===== src/rtl/fetch_pkg.sv =====
// Shared definitions for the instruction fetch unit.
// Holds the default queue depth, the NOP word presented on an empty queue,
// and the packed queue entry {instr, pc}.
package fetch_pkg;

    localparam int unsigned FETCH_DEPTH_DEFAULT = 2;
    localparam logic [31:0] FETCH_NOP           = 32'h0;

    typedef struct packed {
        logic [31:0] instr;
        logic [31:0] pc;
    } fetch_entry_t;

endpackage


===== src/rtl/fetch_fifo.sv =====
// Small synchronous FIFO used for both the instruction queue and the PC tag FIFO.
// Ports: clk_i/rst_ni (async active-low), push_i/wdata_i, pop_i, flush_i (empties,
// wins over push/pop), rdata_o (head, combinational read), full_o, empty_o, count_o.
// DEPTH must be a power of 2 so the pointers wrap naturally.
module fetch_fifo #(
    parameter int unsigned DEPTH = 2,
    parameter int unsigned WIDTH = 32
) (
    input  logic                   clk_i,
    input  logic                   rst_ni,
    input  logic                   push_i,
    input  logic [WIDTH-1:0]       wdata_i,
    input  logic                   pop_i,
    input  logic                   flush_i,
    output logic [WIDTH-1:0]       rdata_o,
    output logic                   full_o,
    output logic                   empty_o,
    output logic [$clog2(DEPTH):0] count_o
);
    localparam int unsigned PW = $clog2(DEPTH);
    localparam int unsigned CW = PW + 1;

    logic [WIDTH-1:0] mem_q [DEPTH];
    logic [WIDTH-1:0] mem_d [DEPTH];
    logic [PW-1:0]    wr_ptr_q, wr_ptr_d;
    logic [PW-1:0]    rd_ptr_q, rd_ptr_d;
    logic [CW-1:0]    count_q, count_d;
    logic             do_push, do_pop;

    // Next-state: a push into a full FIFO is accepted when a pop frees the slot the same cycle.
    always_comb begin
        empty_o  = (count_q == '0);
        full_o   = (count_q == CW'(DEPTH));
        do_pop   = pop_i && !empty_o;
        do_push  = push_i && (!full_o || do_pop);
        mem_d    = mem_q;
        wr_ptr_d = wr_ptr_q;
        rd_ptr_d = rd_ptr_q;
        count_d  = count_q;
        if (flush_i) begin
            wr_ptr_d = '0;
            rd_ptr_d = '0;
            count_d  = '0;
        end else begin
            if (do_push) begin
                mem_d[wr_ptr_q] = wdata_i;
                wr_ptr_d        = wr_ptr_q + PW'(1);
            end
            if (do_pop) begin
                rd_ptr_d = rd_ptr_q + PW'(1);
            end
            count_d = count_q + CW'(do_push) - CW'(do_pop);
        end
    end

    // State registers.
    always_ff @(posedge clk_i or negedge rst_ni) begin
        if (!rst_ni) begin
            for (int unsigned i = 0; i < DEPTH; i++) begin
                mem_q[i] <= '0;
            end
            wr_ptr_q <= '0;
            rd_ptr_q <= '0;
            count_q  <= '0;
        end else begin
            mem_q    <= mem_d;
            wr_ptr_q <= wr_ptr_d;
            rd_ptr_q <= rd_ptr_d;
            count_q  <= count_d;
        end
    end

    assign rdata_o = mem_q[rd_ptr_q];
    assign count_o = count_q;

endmodule


===== src/rtl/fetch_unit.sv =====
// Instruction fetch unit: issues in-order reads at the current PC, pairs each
// response with the PC it was fetched from, and buffers {instr, pc} for decode.
// Ports: clk_i, start_i (async active-low reset / run), pc_i, pcWrite_o, flush_i,
// imem_req_o/imem_addr_o/imem_gnt_i/imem_rvalid_i/imem_rdata_i (memory side),
// inst_valid_o/inst_o/inst_pc_o/inst_ready_i (decode side).
// Optional FETCH_UNIT_PERF_EN adds fetch_cnt_o (pops) and stall_cnt_o (no-request cycles).
module fetch_unit
    import fetch_pkg::*;
#(
    parameter int unsigned DEPTH = FETCH_DEPTH_DEFAULT
) (
    input  logic        clk_i,
    input  logic        start_i,
    input  logic [31:0] pc_i,
    output logic        pcWrite_o,
    input  logic        flush_i,
    output logic        imem_req_o,
    output logic [31:0] imem_addr_o,
    input  logic        imem_gnt_i,
    input  logic        imem_rvalid_i,
    input  logic [31:0] imem_rdata_i,
    output logic        inst_valid_o,
    output logic [31:0] inst_o,
    output logic [31:0] inst_pc_o,
    input  logic        inst_ready_i
`ifdef FETCH_UNIT_PERF_EN
    ,
    output logic [31:0] fetch_cnt_o,
    output logic [31:0] stall_cnt_o
`endif
);
    localparam int unsigned CW = $clog2(DEPTH) + 1;
    localparam int unsigned SW = CW + 1;
    localparam int unsigned EW = $bits(fetch_entry_t);

    logic [CW-1:0] out_q, out_d;
    logic [CW-1:0] disc_q, disc_d;
    logic [CW-1:0] q_count, tag_count;
    logic          q_full, q_empty, tag_full, tag_empty;
    logic [EW-1:0] q_rdata;
    logic [31:0]   tag_pc;
    fetch_entry_t  head, push_entry;
    logic          grant, resp_ok, deliver, pop;
    logic [SW-1:0] demand;
    logic          unused_status;

    // Request only if every in-flight and buffered instruction still fits after this cycle's pop.
    always_comb begin
        pop         = inst_valid_o && inst_ready_i;
        demand      = {1'b0, out_q} + {1'b0, q_count} - SW'(pop);
        imem_req_o  = start_i && !flush_i && (demand < SW'(DEPTH));
        imem_addr_o = pc_i;
        grant       = imem_req_o && imem_gnt_i;
        pcWrite_o   = start_i && (grant || flush_i);
        // Responses with nothing outstanding are strays (e.g. from before reset).
        resp_ok     = imem_rvalid_i && (out_q != '0);
        deliver     = resp_ok && !flush_i && (disc_q == '0);
        push_entry  = '{instr: imem_rdata_i, pc: tag_pc};
    end

    // Outstanding and discard counters; a flush marks everything still in flight as stale.
    always_comb begin
        out_d  = out_q + CW'(grant) - CW'(resp_ok);
        disc_d = disc_q;
        if (flush_i) begin
            disc_d = out_q - CW'(resp_ok);
        end else if (resp_ok && (disc_q != '0)) begin
            disc_d = disc_q - CW'(1);
        end
    end

    always_ff @(posedge clk_i or negedge start_i) begin
        if (!start_i) begin
            out_q  <= '0;
            disc_q <= '0;
        end else begin
            out_q  <= out_d;
            disc_q <= disc_d;
        end
    end

    // PC of each granted request, consumed by its (non-discarded) response.
    fetch_fifo #(
        .DEPTH(DEPTH),
        .WIDTH(32)
    ) u_tag_fifo (
        .clk_i   (clk_i),
        .rst_ni  (start_i),
        .push_i  (grant),
        .wdata_i (pc_i),
        .pop_i   (deliver),
        .flush_i (flush_i),
        .rdata_o (tag_pc),
        .full_o  (tag_full),
        .empty_o (tag_empty),
        .count_o (tag_count)
    );

    // Instruction queue towards decode.
    fetch_fifo #(
        .DEPTH(DEPTH),
        .WIDTH(EW)
    ) u_inst_queue (
        .clk_i   (clk_i),
        .rst_ni  (start_i),
        .push_i  (deliver),
        .wdata_i (push_entry),
        .pop_i   (pop),
        .flush_i (flush_i),
        .rdata_o (q_rdata),
        .full_o  (q_full),
        .empty_o (q_empty),
        .count_o (q_count)
    );

    // Head presentation; NOP with PC 0 when the queue is empty.
    always_comb begin
        head         = fetch_entry_t'(q_rdata);
        inst_valid_o = !q_empty;
        inst_o       = inst_valid_o ? head.instr : FETCH_NOP;
        inst_pc_o    = inst_valid_o ? head.pc : 32'h0;
    end

    assign unused_status = ^{tag_full, tag_empty, tag_count, q_full};

`ifdef FETCH_UNIT_PERF_EN
    logic [31:0] fetch_cnt_q, fetch_cnt_d;
    logic [31:0] stall_cnt_q, stall_cnt_d;

    // Free-running counters, wrapping at 2^32.
    always_comb begin
        fetch_cnt_d = fetch_cnt_q + 32'(pop && !flush_i);
        stall_cnt_d = stall_cnt_q + 32'(start_i && !flush_i && !imem_req_o);
    end

    always_ff @(posedge clk_i or negedge start_i) begin
        if (!start_i) begin
            fetch_cnt_q <= '0;
            stall_cnt_q <= '0;
        end else begin
            fetch_cnt_q <= fetch_cnt_d;
            stall_cnt_q <= stall_cnt_d;
        end
    end

    assign fetch_cnt_o = fetch_cnt_q;
    assign stall_cnt_o = stall_cnt_q;
`endif

endmodule


===== config.mk =====
export PLATFORM = sky130hd
export DESIGN_NAME = fetch_unit
export DESIGN_NICKNAME = d
export VERILOG_FILES = /design/src/rtl/fetch_pkg.sv /design/src/rtl/fetch_fifo.sv /design/src/rtl/fetch_unit.sv
export SDC_FILE = /design/constraint.sdc
export NUM_CORES = 1
export LEC_CHECK = 0
export BUFFER_PORTS_ARGS = -buffer_cell sky130_fd_sc_hd__buf_2
export CAP_MARGIN = 20
export CORE_MARGIN = 3
export CORE_UTILIZATION = 50
export CTS_CLUSTER_SIZE = 40
export DETAILED_ROUTE_END_ITERATION = 8
export PLACE_DENSITY = 0.8
export RECOVER_POWER = 25
export SKIP_CTS_REPAIR_TIMING = 1
export SLEW_MARGIN = 20
export SYNTH_ARGS = -nofsm -noshare
export SYNTH_HDL_FRONTEND = slang
export SYNTH_HIERARCHICAL = 1
export SYNTH_SLANG_ARGS = --single-unit
export TNS_END_PERCENT = 30

===== constraint.sdc =====
create_clock -name clk_i -period 3.45 [get_ports clk_i]
set_input_delay 0.69 -clock clk_i [delete_from_list [all_inputs] [get_ports clk_i]]
set_output_delay 0.69 -clock clk_i [all_outputs]
set_load 0.1 [all_outputs]

Word level (Yosys, flattened, before mapping)
Cells that the tools add are included.

storage, ports and cells
  input port bits = 70
  flip-flop bits (word level) = 204
  word-level logic and storage cells = 101

cells by class
  equality and inequality tests = 2
  add/subtract/negate cells = 14
  $lt $le $gt $ge = 7
  multiplexer cells = 26
  reduce and logical (&&, ||, !) cells = 35
  bitwise logic cells = 5

operators with widths
  operator               number
  $mux W64               4
  $mux W32               6
  $bwmux W128            1
  $bwmux W64             1
  $demux W64 S1          1
  $demux W32 S1          1
  $logic_and A1 B1 Y1    15
  $reduce_bool A2 Y1     7
  $ge A2 B2 Y1 const B   4
  $mux W1                8
  $mux W2                4
  $not A1 Y2             4
  $sub A2 B1 Y2          4
  $add A2 B1 Y2          3
  $logic_not A2 Y1       3
  $logic_not A1 Y1       5
  $add A1 B1 Y1 const B  4
  $eq A2 B2 Y1 const B   2
  $lt A2 B1 Y1 const B   2
  $reduce_and A2 Y1      2
  $add A2 B2 Y3          1
  $logic_or A1 B1 Y1     3
  $lt A3 B2 Y1 const B   1
  $sub A3 B1 Y3          1
  other kinds (2)        2

Depth between registers and ports, before layout
Gate-level depths: netlist of the first run.

  word-level depth = 11
  mapped depth = 15
  gate-level depth less buffers = 14

By module
Netlist of the first run, hierarchy kept.

modules (own cells, without submodules)
  module                      cells each  area each (µm²)  times used
  fetch_fifo at u_inst_queue  365         5979.5           1
  fetch_fifo at u_tag_fifo    195         3106.7           1
  fetch_unit                  144         1056.0           1

Worst setup path after synthesis of the first run
OpenSTA, ideal clock, no wires.

  kind = input to output
  from = input inst_ready_i
  to = output pcWrite_o
  slack = -2.199 ns
  arrival time = 4.959 ns
  cell stages on the path = 7
  data required time = 2.760 ns
  buffers on the path = 0
  path through = nor2b_1 > ha_1 > nand2b_1 > fa_1 > xnor2_1 > nor3_1 > a22o_1

on the way
  cells in the longest elaborated chain, start to end = 7

ends and longest elaborated chain
  what                 RTL line          RTL
  from (decl)          fetch_unit.sv:25  input logic inst_ready_i
  $logic_and A1 B1 Y1  fetch_unit.sv:49  pop = inst_valid_o && inst_ready_i;
  $sub A3 B1 Y3        fetch_unit.sv:50  demand = {1'b0, out_q} + {1'b0, q_count} - SW'(pop);
  $lt A3 B2 Y1         fetch_unit.sv:51  imem_req_o = start_i && !flush_i && (demand < SW'(DEPTH));
  $logic_and A1 B1 Y1  fetch_unit.sv:51
  via imem_req_o       fetch_unit.sv:17  output logic imem_req_o,
  $logic_and A1 B1 Y1  fetch_unit.sv:53  grant = imem_req_o && imem_gnt_i;
  $logic_or A1 B1 Y1   fetch_unit.sv:54  pcWrite_o = start_i && (grant || flush_i);
  $logic_and A1 B1 Y1  fetch_unit.sv:54
  to (decl)            fetch_unit.sv:15  output logic pcWrite_o,

The timed path passes the listed nets, and every way through them passes these cells.

Worst setup path after layout of the first run
  from = register u_inst_queue.count_q[0] (netlist: u_inst_queue/count_o[0])
  to = output pcWrite_o

on the way
  cells in the longest elaborated chain, start to end = 9
  elaborated cells between the ends (all ways) = 10

ends and longest elaborated chain
  what                    RTL line           RTL
  from (decl)             fetch_fifo.sv:27   logic [CW-1:0] count_q, count_d;
  from (signal assigned)  fetch_fifo.sv:69   count_q <= count_d;
  $logic_not A2 Y1        fetch_fifo.sv:32   empty_o = (count_q == '0);
  via q_empty             fetch_unit.sv:39   logic q_full, q_empty, tag_full, tag_empty;
  $logic_not A1 Y1        fetch_unit.sv:119  inst_valid_o = !q_empty;
  $logic_and A1 B1 Y1     fetch_unit.sv:49
  via pop                 fetch_unit.sv:43   logic grant, resp_ok, deliver, pop;
  $sub A3 B1 Y3           fetch_unit.sv:50
  $lt A3 B2 Y1            fetch_unit.sv:51
  $logic_and A1 B1 Y1     fetch_unit.sv:51
  $logic_and A1 B1 Y1     fetch_unit.sv:53
  $logic_or A1 B1 Y1      fetch_unit.sv:54
  $logic_and A1 B1 Y1     fetch_unit.sv:54

The timed path passes the listed nets, and every way through them passes these cells.

==> flow_summary_export.csv, run 1 <==
group,metric,value,unit
clocking,cts_tree,"yes",
worst_setup_path,cp-end-kind,"output pin",
synthesis,yosys_warnings,6,
die,fp.dieW,148,um
timing,worst_hold_slack,64.5,ps
power,power.density,709,nW/um^2
drt,num_vias,5899,
worst_setup_path,setup.worst_path.class,"flip-flop to output pin",
power,leakage,6.06,nW
die,std_cell_rows,51,
worst_setup_path,path_cells,"nor2_4 > nor2b_4 > ha_4 > nand2b_4 > fa_2 > nand2_2 > nor3_4 > buf_6 > a22o_4 > buf_12",
worst_setup_path,slowest_stage,"fa_2",
drt,detail-route-antenna-nets,0,
global_route,grt_max_degree,105,
clocking,cts_root_buf,"clkbuf_16",
global_route,grt.overflow.total,0,
clocking,cts.sinks,204,
die,start_util,51.5,%
power,vdd_drop_max,0.520,mV
clocking,max-clock-path-buffers,3,
timing,rsz0062_at_grt,"true",
synthesis,syn_inst,701,
synthesis,synth_nets,782,
timing,finalCriticalPeriod,3390,ps
timing,finalMaxSlewViolations,0,
layout,final_layout_size_suffix_gt1_share,61.9,%
global_route,grt_pass1_wl,33500,um
place,hpwlAfterDp,13200,um
drt,viasPerCell,5.24,
timing,hold_viol_final,0,
worst_setup_path,cp.required,2760,ps
die,die-area,22000,sq um
place,place.gp.congestion,0.735,
drt,wl_per_cell,18.2,um
layout,fin_nets,925,
clocking,cts.clk_slew.worst_paths,60,ps
die,coreArea,19700,sq um
drt,wl,20500,um
status,outcome,"finished clean",
worst_setup_path,path_max_fanout,5,
hold_path,hold_class,"input port to asynchronous set/reset pin",
timing,setup_viol,0,
timing,fin_crit_sh,98.3,%
worst_setup_path,worstPathArrival,2700,ps
clocking,cts_buffers,23,
synthesis,synth_area,10100,sq um
synthesis,avgSynthCellArea,14.4,sq um
die,chipHeight,148,um
timing,relSlewSlack,7.78,%
drt,drc_errors,0,
global_route,antenna_found_initial,0,
clocking,htreeDepth,1,
timing,fin_skew,12.5,ps
global_route,grt_pass1_vias,6454,
worst_setup_path,start_kind,"flip-flop",
place,io_buffer_count,168,
layout,utilization,61.6,%
clocking,clk_latency,490,ps
timing,worst_pin_slew,1380,ps
run,maxCapViolations,0,
global_route,grtUsageTotal,18.6,%
layout,area_growth,19.5,%
layout,num_antenna_cells,0,
worst_setup_path,max_stage_delay,530,ps
timing,fmax,295,MHz
drt,first_pass_iters,4,
drt,drtIter0Drc,232,
die,num_io_pins,169,
-- worst max-delay path, delay by kind of cell, from the launching register on --
family | cells | cell delay (ps)
compound gates | 1 | 120
fa+ha+maj | 2 | 730
buf+inv | 2 | 300
flops | 1 | 450
simple gates | 5 | 610
-- per-layer routing --
| layer | global-route usage [%] | vias up | share of wire, % |
|---|---|---|---|
| li1 | - | 2682 | - |
| met1 | 24.8 | 3034 | 43 |
| met2 | 32.0 | 142 | 50 |
| met3 | 2.41 | 41 | 4.5 |
| met4 | 5.87 | 0 | 2.8 |
| met5 | 0 | - | 0 |
-- state kept, by name, indices dropped and copies added (netlist names), 2 cells and up --
name,count
u_tag_fifo/mem_q,64
disc_q,2
u_tag_fifo/count_o,2
u_inst_queue/count_o,2
out_q,2
u_inst_queue/mem_q,128
-- area by class of cell --
| cell class | instances | area (sq um) |
|---|---|---|
| Fill cell | 1553 | 7550 |
| Sequential cell | 204 | 5110 |
| Multi-Input combinational cell | 413 | 4570 |
| Timing Repair Buffer | 189 | 1140 |
| Clock buffer | 27 | 621 |
| Tap cell | 265 | 332 |
| Clock inverter | 14 | 282 |
| Inverter | 13 | 48.8 |
-- through the flow --
stage	worst slack (ps)	instances	total power [mW]	setup TNS, ps	instance area (sq um)
CTS	-46.2	1122	8.65	-46.2	12100
finish	59.7	1125	8.57	0	12100
floorplan	-365	701	5.24	-19530	10200
detailed placement	219	1081	5.73	0	11200
global route	-41.9	1125	9.02	-49.5	12100
global placement	246	1081	5.63	0	11200
-- power breakdown --
| part | switching, mW | total (mW) | internal [mW] |
|---|---|---|---|
| sequential | 0.313 | 3.32 | 3.00 |
| combinational | 1.22 | 2.40 | 1.18 |
| clock | 0.972 | 2.86 | 1.89 |
-- layout by cell type, fill, tap and decap left out, drive strengths merged, types with 2 or more instances in the layout --
master,instances
mux2,288
dfrtp,204
buf,187
nor2b,52
clkbuf,29
and2b,15
inv,13
ha,10
bufinv,8
nand2,8
nor2,8
xnor2,7
clkinv,6
o21a,3
xor2,3
or3b,2
a211o,2
nor3,2
nand3,2
and4b,2
-- path summary, 6_finish.rpt --
check                                                         from                            endpoint  slack, ps  cells past startpoint
worst max-delay path             u_inst_queue/count_o[0]$_DFF_PN0_                           pcWrite_o         60                     10
worst min-delay path                                       start_i  u_inst_queue/mem_q[91]$_DFFE_PN0P_         60                      1
worst max register to register   u_inst_queue/count_o[0]$_DFF_PN0_    u_tag_fifo/mem_q[29]$_DFFE_PN0P_        420                     12
worst min register to register  u_inst_queue/mem_q[63]$_DFFE_PN0P_  u_inst_queue/mem_q[63]$_DFFE_PN0P_        480                      1
max in group asynchronous                                  start_i    u_tag_fifo/mem_q[36]$_DFFE_PN0P_       1070                      3
min in group clk_i                                imem_rdata_i[31]  u_inst_queue/mem_q[63]$_DFFE_PN0P_        430                      2
Power figures use the tool's default switching activity.
==> inputs of run 2 (changes only) <==
==> constraint.sdc (replaced) <==
create_clock -name clk_i -period 3.45 [get_ports clk_i]
set_input_delay 0.1725 -clock clk_i [delete_from_list [all_inputs] [get_ports clk_i]]
set_output_delay 0.1725 -clock clk_i [all_outputs]
set_load 0.1 [all_outputs]
==> flow_summary_export.csv, run 2 (synthesized netlist as in run 1, its figures left out) <==
group,metric,value,unit
status,outcome,"complete, but fails checks",
status,violations,"capacitance limit, slew limit",
power,leakage,6.22,nW
clocking,htreeDepth,1,
place,hpwlAfterDp,12300,um
die,fp.dieW,148,um
power,swShare,30.0,%
worst_setup_path,r2r_slack,350,ps
layout,final_cell_mix,"dfrtp_1, mux2_2, buf_2",
clocking,cts_root_buf,"clkbuf_16",
global_route,grt_pass1_wl,32500,um
worst_setup_path,start_kind,"flip-flop",
layout,final_layout_size_suffix_gt1_share,56.6,%
timing,rsz0062_at_grt,"false",
timing,hold_viol_final,0,
die,num_io_pins,169,
drt,drc_errors,0,
timing,worst_pin_slew,1580,ps
die,coreArea,19700,sq um
run,maxCapViolations,1,
power,power.switching,2.50,mW
timing,finalCriticalPeriod,3100,ps
global_route,grt_pass1_vias,6160,
power,p_comb_share,29.1,%
global_route,top_usage_layer,"met2",
worst_setup_path,path_max_fanout,32,
timing,finalMaxSlewViolations,27,
drt,wl,21100,um
timing,fin_skew,13.4,ps
timing,worst_hold_slack,69.5,ps
global_route,antenna_found_initial,0,
global_route,grt_max_degree,130,
layout,fin_nets,980,
layout,area_growth,23.6,%
hold_path,min_from,"flush_i",
global_route,use_met2,30.7,%
layout,fillers,1483,
clocking,cts_buffers,23,
drt,drtIter0Drc,206,
layout,final_cells,1180,
drt,num_vias,6009,
global_route,met3_usage,2.25,%
worst_setup_path,reg2reg_depth,11,
layout,final_common_cell,"dfrtp_1",
hold_path,hold_class,"input port to flip-flop",
hold_path,holdPathEnd,"u_tag_fifo/count_o[1]$_DFF_PN0_",
clocking,max-clock-path-buffers,3,
power,vdd_drop_max,0.355,mV
drt,viasPerCell,5.09,
layout,final_area,12500,sq um
layout,utilization,63.7,%
place,dpl_cell_area,11100,sq um
worst_setup_path,cp.required,3830,ps
global_route,grt.overflow.total,0,
layout,num_antenna_cells,0,
layout,reg_top3,"u_inst_queue/mem_q (128), u_tag_fifo/mem_q (64)",
power,seq_power_share,39.9,%
clocking,cts.clk_slew.worst_paths,60,ps
timing,relSlewSlack,-5.11,%
worst_setup_path,cp-end-kind,"flip-flop",
timing,setup_viol,0,
place,dp_cells,1074,
power,pwr-share-clk,31.0,%
power,power.density,664,nW/um^2
drt,detail-route-antenna-nets,0,
die,std_cell_rows,51,
drt,wl_per_cell,17.9,um
timing,fin_crit_sh,89.9,%
worst_setup_path,worstPathArrival,3490,ps
worst_setup_path,r2r-start,"u_inst_queue/count_o[0]$_DFF_PN0_",
global_route,use_met1,24.7,%
global_route,grtUsageTotal,18.2,%
layout,largest-register,"u_inst_queue/mem_q",
die,die-area,22000,sq um
die,chipHeight,148,um
worst_setup_path,setup.worst_path.class,"flip-flop to flip-flop",
clocking,cts.sinks,204,
clocking,cts_tree,"yes",
layout,largest_reg_flops,128,
clocking,clk_latency,510,ps
die,start_util,51.5,%
hold_path,holdPathStages,2,
place,place.gp.congestion,0.775,
drt,first_pass_iters,4,
timing,fmax,322,MHz
power,power.internal,5.81,mW
place,io_buffer_count,168,
worst_setup_path,r2r_end,"u_tag_fifo/mem_q[29]$_DFFE_PN0P_",
## run 2: power groups by stage
stage               logic, mW  registers (mW)  clock network [mW]
floorplan                2.00            3.25                   0
global placement         2.30            3.31                   0
detailed placement       2.37            3.34                   0
CTS                      2.38            3.31                2.65
global route             2.62            3.39                2.75
finish                   2.42            3.31                2.57
## run 2: stage by stage
step           TNS, ps  setup WS [ps]  power [mW]
6_report             0            348        8.31
5_1_grt              0            199        8.76
4_1_cts              0            365        8.34
3_5_place_dp         0            371        5.71
3_3_place_gp         0            484        5.61
2_1_floorplan   -12380           -257        5.25
## run 2: critical path, cell delays in order (launching register included)
cell and delay, ps:
dfrtp_1 440, nor2_4 160, nor2b_4 60, ha_1 260
nand2b_4 140, fa_2 520, nand2_2 70, nor3_4 250
and2_4 200, and4b_2 240, buf_12 270, mux2_2 370
## run 2: how the worst max path moves through the flow
stage / start / end / slack [ps]
after floorplan: u_inst_queue/count_o[0]$_DFF_PN0_ / u_tag_fifo/mem_q[0]$_DFFE_PN0P_ / -260
after global placement: u_inst_queue/count_o[0]$_DFF_PN0_ / u_tag_fifo/mem_q[29]$_DFFE_PN0P_ / 480
after detailed placement: u_inst_queue/count_o[0]$_DFF_PN0_ / u_tag_fifo/mem_q[28]$_DFFE_PN0P_ / 370
after CTS: u_inst_queue/count_o[0]$_DFF_PN0_ / u_tag_fifo/mem_q[29]$_DFFE_PN0P_ / 360
after global routing: start_i / u_tag_fifo/mem_q[28]$_DFFE_PN0P_ / 200
final: u_inst_queue/count_o[0]$_DFF_PN0_ / u_tag_fifo/mem_q[29]$_DFFE_PN0P_ / 350
## run 2: layer usage
| metal | up-vias | part of all wire (%) |
|---|---|---|
| met1 | 3056 | 44 |
| met4 | 0 | 2.9 |
| met2 | 118 | 50 |
| met3 | 35 | 2.8 |
| met5 | - | 0 |
| li1 | 2800 | - |
## run 2: area by class of cell
cell class / instances / area (sq um) / share of cell area, %
multi-input combinational: 413 / 4550 / 36.3
timing repair buffer: 244 / 1660 / 13.3
clock buffer: 32 / 689 / 5.51
tap: 265 / 332 / 2.65
clock inverter: 9 / 128 / 1.02
inverter: 13 / 48.8 / 0.390
sequential: 204 / 5110 / 40.8
